$ cat src/rtl/intr_ctl.sv
// Interrupt controller: NSRC synchronised sources, per-source level/edge mode,
// enables, fixed priority (0 highest), claim/complete with nesting, global enable.
module intr_ctl #(
  parameter int NSRC        = 8,
  parameter int SYNC_STAGES = 2,
  parameter int IDW         = 4
) (
  input  logic            clk,
  input  logic            reset,
  input  logic [NSRC-1:0] src,
  input  logic [3:0]      io_addr,
  input  logic            io_write,
  input  logic            io_read,
  input  logic [15:0]     io_wdata,
  output logic [15:0]     io_rdata,
  output logic            interrupt
);

  localparam logic [3:0] NSRC_ID = 4'(NSRC);

  logic [NSRC-1:0] s;
  logic [NSRC-1:0] prev_q, prev_d;
  logic [NSRC-1:0] pend_q, pend_d;
  logic [NSRC-1:0] enable_q, enable_d;
  logic [NSRC-1:0] mode_q, mode_d;
  logic [NSRC-1:0] insvc_q, insvc_d;
  logic            gie_q, gie_d;
  logic            irq_q, irq_d;

  logic [NSRC-1:0] rise, pending, eligible, claim_mask, cmpl_mask, clr;
  logic            valid, seen;
  logic [IDW-1:0]  claim_id;
  logic            wr_pend, wr_en, wr_mode, wr_ctrl, wr_cmpl, do_claim;
  logic            unused_wdata;

  assign unused_wdata = ^io_wdata;

  if (SYNC_STAGES == 0) begin : g_direct
    assign s = src;
  end else begin : g_sync
    logic [SYNC_STAGES-1:0][NSRC-1:0] sync_q, sync_d;

    always_comb begin
      sync_d    = sync_q;
      sync_d[0] = src;
      for (int k = 1; k < SYNC_STAGES; k++) sync_d[k] = sync_q[k-1];
    end

    always_ff @(posedge clk) begin
      if (!reset) sync_q <= '0;
      else        sync_q <= sync_d;
    end

    assign s = sync_q[SYNC_STAGES-1];
  end

  // Level-mode bits follow the synchronised line; edge-mode bits come from the latch.
  always_comb begin
    rise    = s & ~prev_q;
    pending = (mode_q & pend_q) | (~mode_q & s);
  end

  // A source is eligible only if nothing at its own or higher priority is in service.
  always_comb begin
    eligible = '0;
    seen     = 1'b0;
    claim_id = '0;
    for (int i = 0; i < NSRC; i++) begin
      seen        = seen | insvc_q[i];
      eligible[i] = pending[i] & enable_q[i] & ~seen;
    end
    for (int i = NSRC - 1; i >= 0; i--) begin
      if (eligible[i]) claim_id = IDW'(i);
    end
    valid = |eligible;
  end

  always_comb begin
    wr_pend  = io_write & (io_addr == 4'd0);
    wr_en    = io_write & (io_addr == 4'd1);
    wr_mode  = io_write & (io_addr == 4'd2);
    wr_cmpl  = io_write & (io_addr == 4'd3) & (io_wdata[3:0] < NSRC_ID);
    wr_ctrl  = io_write & (io_addr == 4'd4);
    do_claim = io_read & ~io_write & (io_addr == 4'd3) & valid;

    claim_mask = do_claim ? (NSRC'(1) << claim_id) : '0;
    cmpl_mask  = wr_cmpl ? (NSRC'(1) << io_wdata[3:0]) : '0;

    mode_d   = wr_mode ? io_wdata[NSRC-1:0] : mode_q;
    enable_d = wr_en ? io_wdata[NSRC-1:0] : enable_q;
    gie_d    = wr_ctrl ? io_wdata[0] : gie_q;
    prev_d   = s;

    // Mode changes drop the old latch; a rise still sets under the new mode.
    clr    = (wr_pend ? io_wdata[NSRC-1:0] : '0) | (mode_d ^ mode_q) | claim_mask;
    pend_d = mode_d & (rise | (pend_q & ~clr));

    insvc_d = (insvc_q | claim_mask) & ~cmpl_mask;
    irq_d   = gie_q & valid;
  end

  always_ff @(posedge clk) begin
    if (!reset) begin
      prev_q   <= '0;
      pend_q   <= '0;
      enable_q <= '0;
      mode_q   <= '0;
      insvc_q  <= '0;
      gie_q    <= 1'b0;
      irq_q    <= 1'b0;
    end else begin
      prev_q   <= prev_d;
      pend_q   <= pend_d;
      enable_q <= enable_d;
      mode_q   <= mode_d;
      insvc_q  <= insvc_d;
      gie_q    <= gie_d;
      irq_q    <= irq_d;
    end
  end

  always_comb begin
    case (io_addr)
      4'd0:    io_rdata = 16'(pending);
      4'd1:    io_rdata = 16'(enable_q);
      4'd2:    io_rdata = 16'(mode_q);
      4'd3:    io_rdata = valid ? {1'b1, {(15-IDW){1'b0}}, claim_id} : 16'h0000;
      4'd4:    io_rdata = {15'b0, gie_q};
      4'd5:    io_rdata = 16'(insvc_q);
      default: io_rdata = 16'h0000;
    endcase
  end

  assign interrupt = irq_q;

endmodule

$ cat config.mk
export PLATFORM = sky130hd
export DESIGN_NAME = intr_ctl
export DESIGN_NICKNAME = d
export VERILOG_FILES = /design/src/rtl/intr_ctl.sv
export SDC_FILE = /design/constraint.sdc
export NUM_CORES = 1
export LEC_CHECK = 0
export ABC_CLOCK_PERIOD_IN_PS = 4000
export CAP_MARGIN = 10
export CORE_ASPECT_RATIO = 1.4
export CORE_UTILIZATION = 35
export CTS_CLUSTER_DIAMETER = 80
export DETAILED_ROUTE_END_ITERATION = 7
export GPL_ROUTABILITY_DRIVEN = 0
export PLACE_DENSITY = 0.63
export SLEW_MARGIN = 20
export SYNTH_ARGS = -nofsm -noshare
export SYNTH_HDL_FRONTEND = slang
export SYNTH_SLANG_ARGS = --single-unit
$ cat constraint.sdc
create_clock -name clk -period 4 [get_ports clk]
set_clock_uncertainty 0.05 [all_clocks]
set_input_delay 1 -clock clk [delete_from_list [all_inputs] [get_ports clk]]
set_output_delay 1 -clock clk [all_outputs]
set_load 0.01 [all_outputs]
# Word-level counts from Yosys, hierarchy flattened
# Cells that the tools add are included.
dict set report word_totals {
  regBits 58
  in_bits 32
  output_inout_bits 17
  word_cells 91
}
dict set report classes {
  magnitude_cmp 1
  eq_ne 5
  shift 2
  n_mux 14
  bitwise 58
  n_reduce_logical 2
}
# cell n
set ops {}
lappend ops {{16-bit one-hot mux with 6 select lines} 1}
lappend ops {{8-bit AND} 6}
lappend ops {{8-bit OR} 5}
lappend ops {{8-bit 2-to-1 mux} 4}
lappend ops {{8-bit inverter} 4}
lappend ops {{4-bit 2-to-1 mux} 7}
lappend ops {{1-bit AND} 26}
lappend ops {{16-bit 2-to-1 mux} 1}
lappend ops {{1-bit by 4-bit left shift with 8-bit output (first input constant)} 2}
lappend ops {{1-bit inverter} 9}
lappend ops {{4-bit by 2-bit equality test with 1-bit output (second input constant)} 2}
lappend ops {{4-bit by 3-bit equality test with 1-bit output (second input constant)} 2}
lappend ops {{8-bit OR reduction} 1}
lappend ops {{8-bit bitwise XOR} 1}
lappend ops {{1-bit OR} 7}
lappend ops {{4-bit by 1-bit equality test with 1-bit output (second input constant)} 1}
lappend ops {{4-bit zero test} 1}
lappend ops {{4-bit less-than comparator (second input constant)} 1}
lappend ops {{3-bit 2-to-1 mux} 1}

# Logic depth before layout (Yosys ltp)
dict set report depth {
  depth_word 24
  ltp_mapped 6
  depth_no_buf 5
}

# Least setup slack after synthesis
# Ideal clock, no wire load.
dict set report synth_path {
  kind {in2out}
  startpoint {input port io_addr[1]}
  endpoint {output port io_rdata[5]}
  arrival_ns 2.257
  required_ns 2.950
  setup_slack_ns 0.693
  cell_stages 5
  n_path_buf 2
  path_cell_list {clkbuf_1 nor4b_2 clkbuf_1 nand2_1 o311ai_0}
}
dict set report synth_via {
  elab_chain_cells 2
  elab_cells_between_ends 7
  cone_classes {eq/ne (5); mux (1); reduce/logical (1)}
}
# element line
set synth_lines {}
lappend synth_lines {{start, declared} 11} ;# input logic [3:0] io_addr,
lappend synth_lines {{4-bit by 3-bit equality test with 1-bit output (tied with other cells)} 123} ;# case (io_addr)
lappend synth_lines {{16-bit one-hot mux with 6 select lines (*)} 123}
lappend synth_lines {{end, declared} 15} ;# output logic [15:0] io_rdata,
# Mark *: on every way between the ends. The rest lies on a longest branch, timed or not.

# Worst setup path after layout
dict set report layout_path {
  startpoint {input port io_addr[0]}
  endpoint {output port io_rdata[5]}
}
# Same word-level chain as after synthesis.

==> qor.json <==
{
  "run_status": {
    "status": "finished clean"
  },
  "yosys": {
    "ys_seq_area_share_pct": 39.8,
    "yosys-top-cells-area": "sky130_fd_sc_hd__dfxtp_1, sky130_fd_sc_hd__and2_1, sky130_fd_sc_hd__mux2i_1",
    "synth_area_per_cell_um2": 9.35,
    "ys_top_cells_by_count": "sky130_fd_sc_hd__dfxtp_1, sky130_fd_sc_hd__and2_1, sky130_fd_sc_hd__nand2_1, sky130_fd_sc_hd__nor2_1, sky130_fd_sc_hd__a21oi_1",
    "yosysWarnings": 0,
    "yosys.cell_count.top_type": "sky130_fd_sc_hd__dfxtp_1",
    "postSynthCellCount": 312,
    "synth_top_area_share_pct": 39.8,
    "yosys.cell_types.count": 69,
    "synth_enable_flop_cells": 0,
    "post_synth_instance_area_um2": 2920,
    "synth_area_leader_cell": "sky130_fd_sc_hd__dfxtp_1",
    "synth-seq-cells": 58,
    "top_ff_cell_synth": "sky130_fd_sc_hd__dfxtp_1",
    "synth_async_sr_flop_share_pct": 0
  },
  "timing": {
    "min_period_over_period_pct": 98.8,
    "max_slew_margin_pct": 62.8,
    "layout_min_cycle_time_ns": 3.95,
    "maximum_frequency_from_static_timing_analysis_ghz": 0.253,
    "timing_max_transition_violations_final": 0,
    "setup-violations-final": 0,
    "timing.final.hold_violations": 0,
    "actual_slew_at_the_worst_max_slew_pin_ns": 0.557,
    "worst_path_setup_slack_after_routing_ns": 0.0460,
    "grt_setup_unrepaired": "yes",
    "hold_ws_ns": 0.379
  },
  "power": {
    "p_comb_share_pct": 7.7,
    "power.density_cell_area_nw_per_um2": 378,
    "switching_power_mw": 0.315,
    "seq_power_share_pct": 41.9,
    "worst_ir_drop_vdd_v": 0.000235,
    "switching_share_of_total_power_pct": 22.1,
    "total_leakage_power_nw": 1.45,
    "power.share.clock_pct": 50.4,
    "p_int_mw": 1.11
  },
  "global_routing": {
    "grt_overflow": 0,
    "global_route_wire_length_before_repair_um": 12600,
    "grt_pass1_vias": 2462,
    "maximum_number_of_pins_on_one_net_before_global_route_repair": 34,
    "grt_antenna_before_repair": 0,
    "gr-usage-all-layers_pct": 19.6
  },
  "clocking": {
    "clock_sink_count": 58,
    "cts-buffers-inserted": 9,
    "worst_setup_hold_path_clk_slew_ns": 0.05,
    "hold_buffers": 0,
    "clk_path_buf_depth": 2,
    "htree_levels": 3,
    "tritoncts": "done",
    "insertion_delay_ns": 0.33,
    "cts-root-buf": "sky130_fd_sc_hd__clkbuf_16"
  },
  "floorplanning": {
    "placement_rows": 39,
    "die-height_um": 110,
    "die_width_um": 79.2,
    "floorplan_core_area_um2": 8100,
    "io-pin-count": 49,
    "die-area_um2": 8710,
    "start_util_pct": 36.0
  },
  "hold_path": {
    "timing.hold.worst.class": "reg2reg",
    "whs_path_depth": 1,
    "hold_path_startpoint": "g_sync.sync_d[12]",
    "min_to": "prev_d[4]"
  },
  "detailed_routing": {
    "detailed_route_wl_um": 7800,
    "drt_iter0_drc": 276,
    "remaining_drc_errors": 0,
    "postRouteAntennaNets": 0,
    "vias": 2556,
    "drt-wirelength-per-cell_um": 16.7,
    "drtPass1Iterations": 4,
    "number_of_vias_per_cell": 5.46
  },
  "final_layout": {
    "finish.instance_area_um2": 3770,
    "register_area_um2": 1160,
    "layout-area-overhead-vs-synth_pct": 29.4,
    "layout.filler_cells": 770,
    "num-nets-final": 393,
    "layout-drive-gt1-share_pct": 18.9,
    "stdcell_count": 468,
    "n_antenna_cell": 0,
    "multi_input_logic_area_um2": 1670
  },
  "place": {
    "io_buffer_count": 33,
    "place_ws_ns": -0.117,
    "numPlacedInstances": 451,
    "detailed_place_hpwl_um": 5570,
    "place_area_um2": 3440
  },
  "critical_path": {
    "worst_setup_path_end_kind": "primary output",
    "worst-endpoint-arrival_ns": 2.90,
    "terminus_of_the_critical_flop_to_flop_path": "insvc_q[7]",
    "cp-start-kind": "primary input",
    "worstReg2RegStart": "insvc_q[0]",
    "worst-path-max-fanout": 3,
    "required_worst_endpoint_ns": 2.95,
    "regToRegSetupSlack_ns": 1.72,
    "critPathKind": "in2out",
    "timing.reg2reg.worst_path_depth": 5
  },
  "flow_run": {
    "maxcap_violations": 0
  }
}
-- worst max-delay path, stage by stage --
cell	delay, ns
sky130_fd_sc_hd__clkdlybuf4s50_1	0.45
sky130_fd_sc_hd__or3_1	0.47
sky130_fd_sc_hd__o311ai_2	0.29
sky130_fd_sc_hd__buf_4	0.17
sky130_fd_sc_hd__clkdlybuf4s50_1	0.52
-- cell usage in the layout, fill, tap and decap left out, drive strengths merged, types with 3 or more instances in the layout --
| master | n |
|---|---|
| a21oi | 16 |
| a221o | 4 |
| and2 | 26 |
| buf | 23 |
| clkbuf | 14 |
| clkdlybuf4s50 | 25 |
| conb | 7 |
| dfxtp | 58 |
| dlygate4sd2 | 7 |
| inv | 3 |
| mux2 | 6 |
| mux2i | 10 |
| nand2 | 24 |
| nand2b | 10 |
| nand3 | 13 |
| nand3b | 3 |
| nor2 | 18 |
| nor2b | 3 |
| nor3 | 5 |
| nor3b | 3 |
| o211ai | 3 |
| o21ai | 11 |
| o221a | 6 |
| o221ai | 3 |
| o2bb2ai | 3 |
| o31ai | 3 |
| or2 | 3 |
| or3 | 3 |
| or3b | 5 |
| xor2 | 8 |
-- cells by family after synthesis --
| logic type | share of synthesized area, % |
|---|---|
| xor+xnor | 2.40 |
| other cells | 0.129 |
| buf+inv | 4.72 |
| compound gates | 19.9 |
| simple gates | 27.2 |
| mux | 5.88 |
| flops | 39.8 |
-- per-stage QoR --
stage / TNS (ns) / power, mW / utilization, %
2_1_floorplan: 0 / 0.665 / -
3_3_place_gp: -0.557 / 0.713 / 42.4
3_5_place_dp: -0.525 / 0.714 / 42.4
4_1_cts: 0 / 1.43 / 46.1
5_1_grt: -0.0168 / 1.47 / 46.6
6_report: 0 / 1.43 / 46.6
-- how the worst max path moves through the flow --
stage	start	endpoint	slack (ns)	cells after the start
finish	io_addr[0]	io_rdata[5]	0.05	5
global route	io_addr[0]	io_rdata[3]	-0.01	6
CTS	io_addr[0]	io_rdata[6]	0.01	7
detailed placement	io_addr[2]	io_rdata[5]	-0.12	7
global placement	io_addr[2]	io_rdata[5]	-0.20	5
floorplan	io_addr[1]	io_rdata[5]	0.69	5
-- metal layers --
| metal | share of wire [%] | track usage [%] | vias up |
|---|---|---|---|
| met5 | 0 | 0 | - |
| met4 | 3.8 | 11.6 | 0 |
| met3 | 4.5 | 4.20 | 25 |
| met2 | 49 | 32.9 | 80 |
| met1 | 43 | 22.7 | 1227 |
| li1 | - | - | 1224 |
-- state kept, by name, summed over array words and instances (netlist names) --
signal / flops
gie_q: 1
mode_q: 8
prev_q: 8
interrupt: 1
pend_q: 8
prev_d: 8
insvc_q: 8
enable_q: 8
g_sync.sync_d: 8
-- repair_timing --
action                     CTS  global route
setup buffers                1             0
gates resized for setup     13             7
setup endpoints to repair    8             4
-- final cells by class --
cell class,count,area share [%]
clock inverters,2,0.265
repair buffers,56,13.7
inverters,3,0.298
flip-flops and latches,58,30.8
well taps,102,3.38
multi-input cells,233,44.4
clock buffers,14,7.26
-- power by group through the flow --
stage | Clock, mW | Sequential, mW | Combinational (mW)
2_1_floorplan | 0 | 0.607 | 0.0582
3_3_place_gp | 0 | 0.608 | 0.105
3_5_place_dp | 0 | 0.609 | 0.106
4_1_cts | 0.729 | 0.597 | 0.107
5_1_grt | 0.756 | 0.598 | 0.119
6_report | 0.718 | 0.597 | 0.110
Power figures use the tool's default switching activity.
==> RTL change (same settings) <==
The output `interrupt` loses its register stage (`irq_q` becomes a continuous assignment).
--- a/src/rtl/intr_ctl.sv
+++ b/src/rtl/intr_ctl.sv
@@ -107,7 +107,6 @@
       mode_q   <= '0;
       insvc_q  <= '0;
       gie_q    <= 1'b0;
-      irq_q    <= 1'b0;
     end else begin
       prev_q   <= prev_d;
       pend_q   <= pend_d;
@@ -115,9 +114,10 @@
       mode_q   <= mode_d;
       insvc_q  <= insvc_d;
       gie_q    <= gie_d;
-      irq_q    <= irq_d;
     end
   end
+
+  assign irq_q = irq_d;
 
   always_comb begin
     case (io_addr)
Formal check against the unedited RTL: not equivalent (Yosys sat finds a counterexample within 4 cycles, from zero or initial values and one cycle with reset low).
==> RTL change against the original RTL <==
  * Setup slack gained 0.061 ns
  * Sequential power shrank 2%
  * Final area shrank 3.9%
  * Sequential cell count shrank 1
  * Total power shrank 11%
  * Area after synthesis shrank 2.6%
  * Routed wire length grew 1.7%
  * First-iteration DRC count grew 22%
==> RTL change: results (changes against the original RTL) <==
- Status: completed (unchanged)
- Static Leak: 1.34 nW (was 1.45 nW)
- Clock root buffer: clkbuf_8 (was clkbuf_16)
- Commonest cells post-synth: dfxtp_1, nand2_1, and2_1, nand3_1, a21oi_1 (was dfxtp_1, and2_1, nand2_1, nor2_1, a21oi_1)
- Largest net degree at the start of global routing: 30 (was 34)
- First-pass GRT wire length: 12900 µm (was 12600 µm)
- Met2 Resource Use GR: 0.349 (was 0.329)
- Mapped Cells: 325 (was 312)
- Routed via count: 2617 (was 2556)
- Flop2flop setup slack: 1.68 ns (was 1.72 ns)
- DR WL met2: 3950 µm (was 3840 µm)
- Initial drt markers: 338 (was 276)
- Placed Instances: 461 (was 451)
- Max rail drop VDD: 0.149 mV (was 0.235 mV)
- Worst-path clk slew: 0.07 ns (was 0.05 ns)
- Post-DP HPWL: 5530 µm (was 5570 µm)
- Post-synthesis mux area share: 0.0379 (was 0.0588)
- Met1 Resource Use GR: 0.236 (was 0.227)
- Compound-Gate Fraction of Synth Area: 0.207 (was 0.199)
- Post-place setup slack: -0.207 ns (was -0.117 ns)
- Switching power: 290 µW (was 315 µW)
- Finished Layout Cells: 479 (was 468)
- Final #Nets: 406 (was 393)
- Top cells by area, synth: dfxtp_1, and2_1, nand3_1, nand2_1, a21oi_1 (was dfxtp_1, and2_1, mux2i_1, nand2_1, a21oi_1)
- Worst R2R End: insvc_q[5]$_SDFF_PN0_ (was insvc_q[7]$_SDFF_PN0_)
- CP arrival: 2.84 ns (was 2.90 ns)
- All-Layer GR Usage: 0.201 (was 0.196)
- Fill cells: 767 (was 770)
RTL change: changes by cell type in the layout (fill, tap and decap cells not counted), sizes merged, moves of 5 or more:
cell    before  now
nand3       13   22
nor3         5   11
nand3b       3    8
nand2       24   29
nor2        18   13
o211ai       3    8
RTL change: kinds of logic after synthesis:
group / Yosys count
xor gates and xnor gates: 8
AOI/OAI and AO/OA: 77
other: 1
buffers and inverters: 31
and+or+nand+nor: 141
DFF: 57
muxes: 10
RTL change: final cells by class:
class | count | area [µm²] | share of cell area
repair buffers | 56 | 510 | 0.141
multi-input cells | 243 | 1610 | 0.445
clock buffers | 10 | 128 | 0.0352
flip-flops and latches | 57 | 1140 | 0.315
inverters | 7 | 26.3 | 0.00725
clock inverters | 6 | 82.6 | 0.0228
well taps | 100 | 125 | 0.0345
RTL change: timing repair:
action                                  in CTS  in global routing
resized for setup                           11                  4
endpoints found under the setup margin       5                  6
buffers inserted                             0                  2
endpoints found under the hold margin        0                  0
pin swaps                                    1                  0
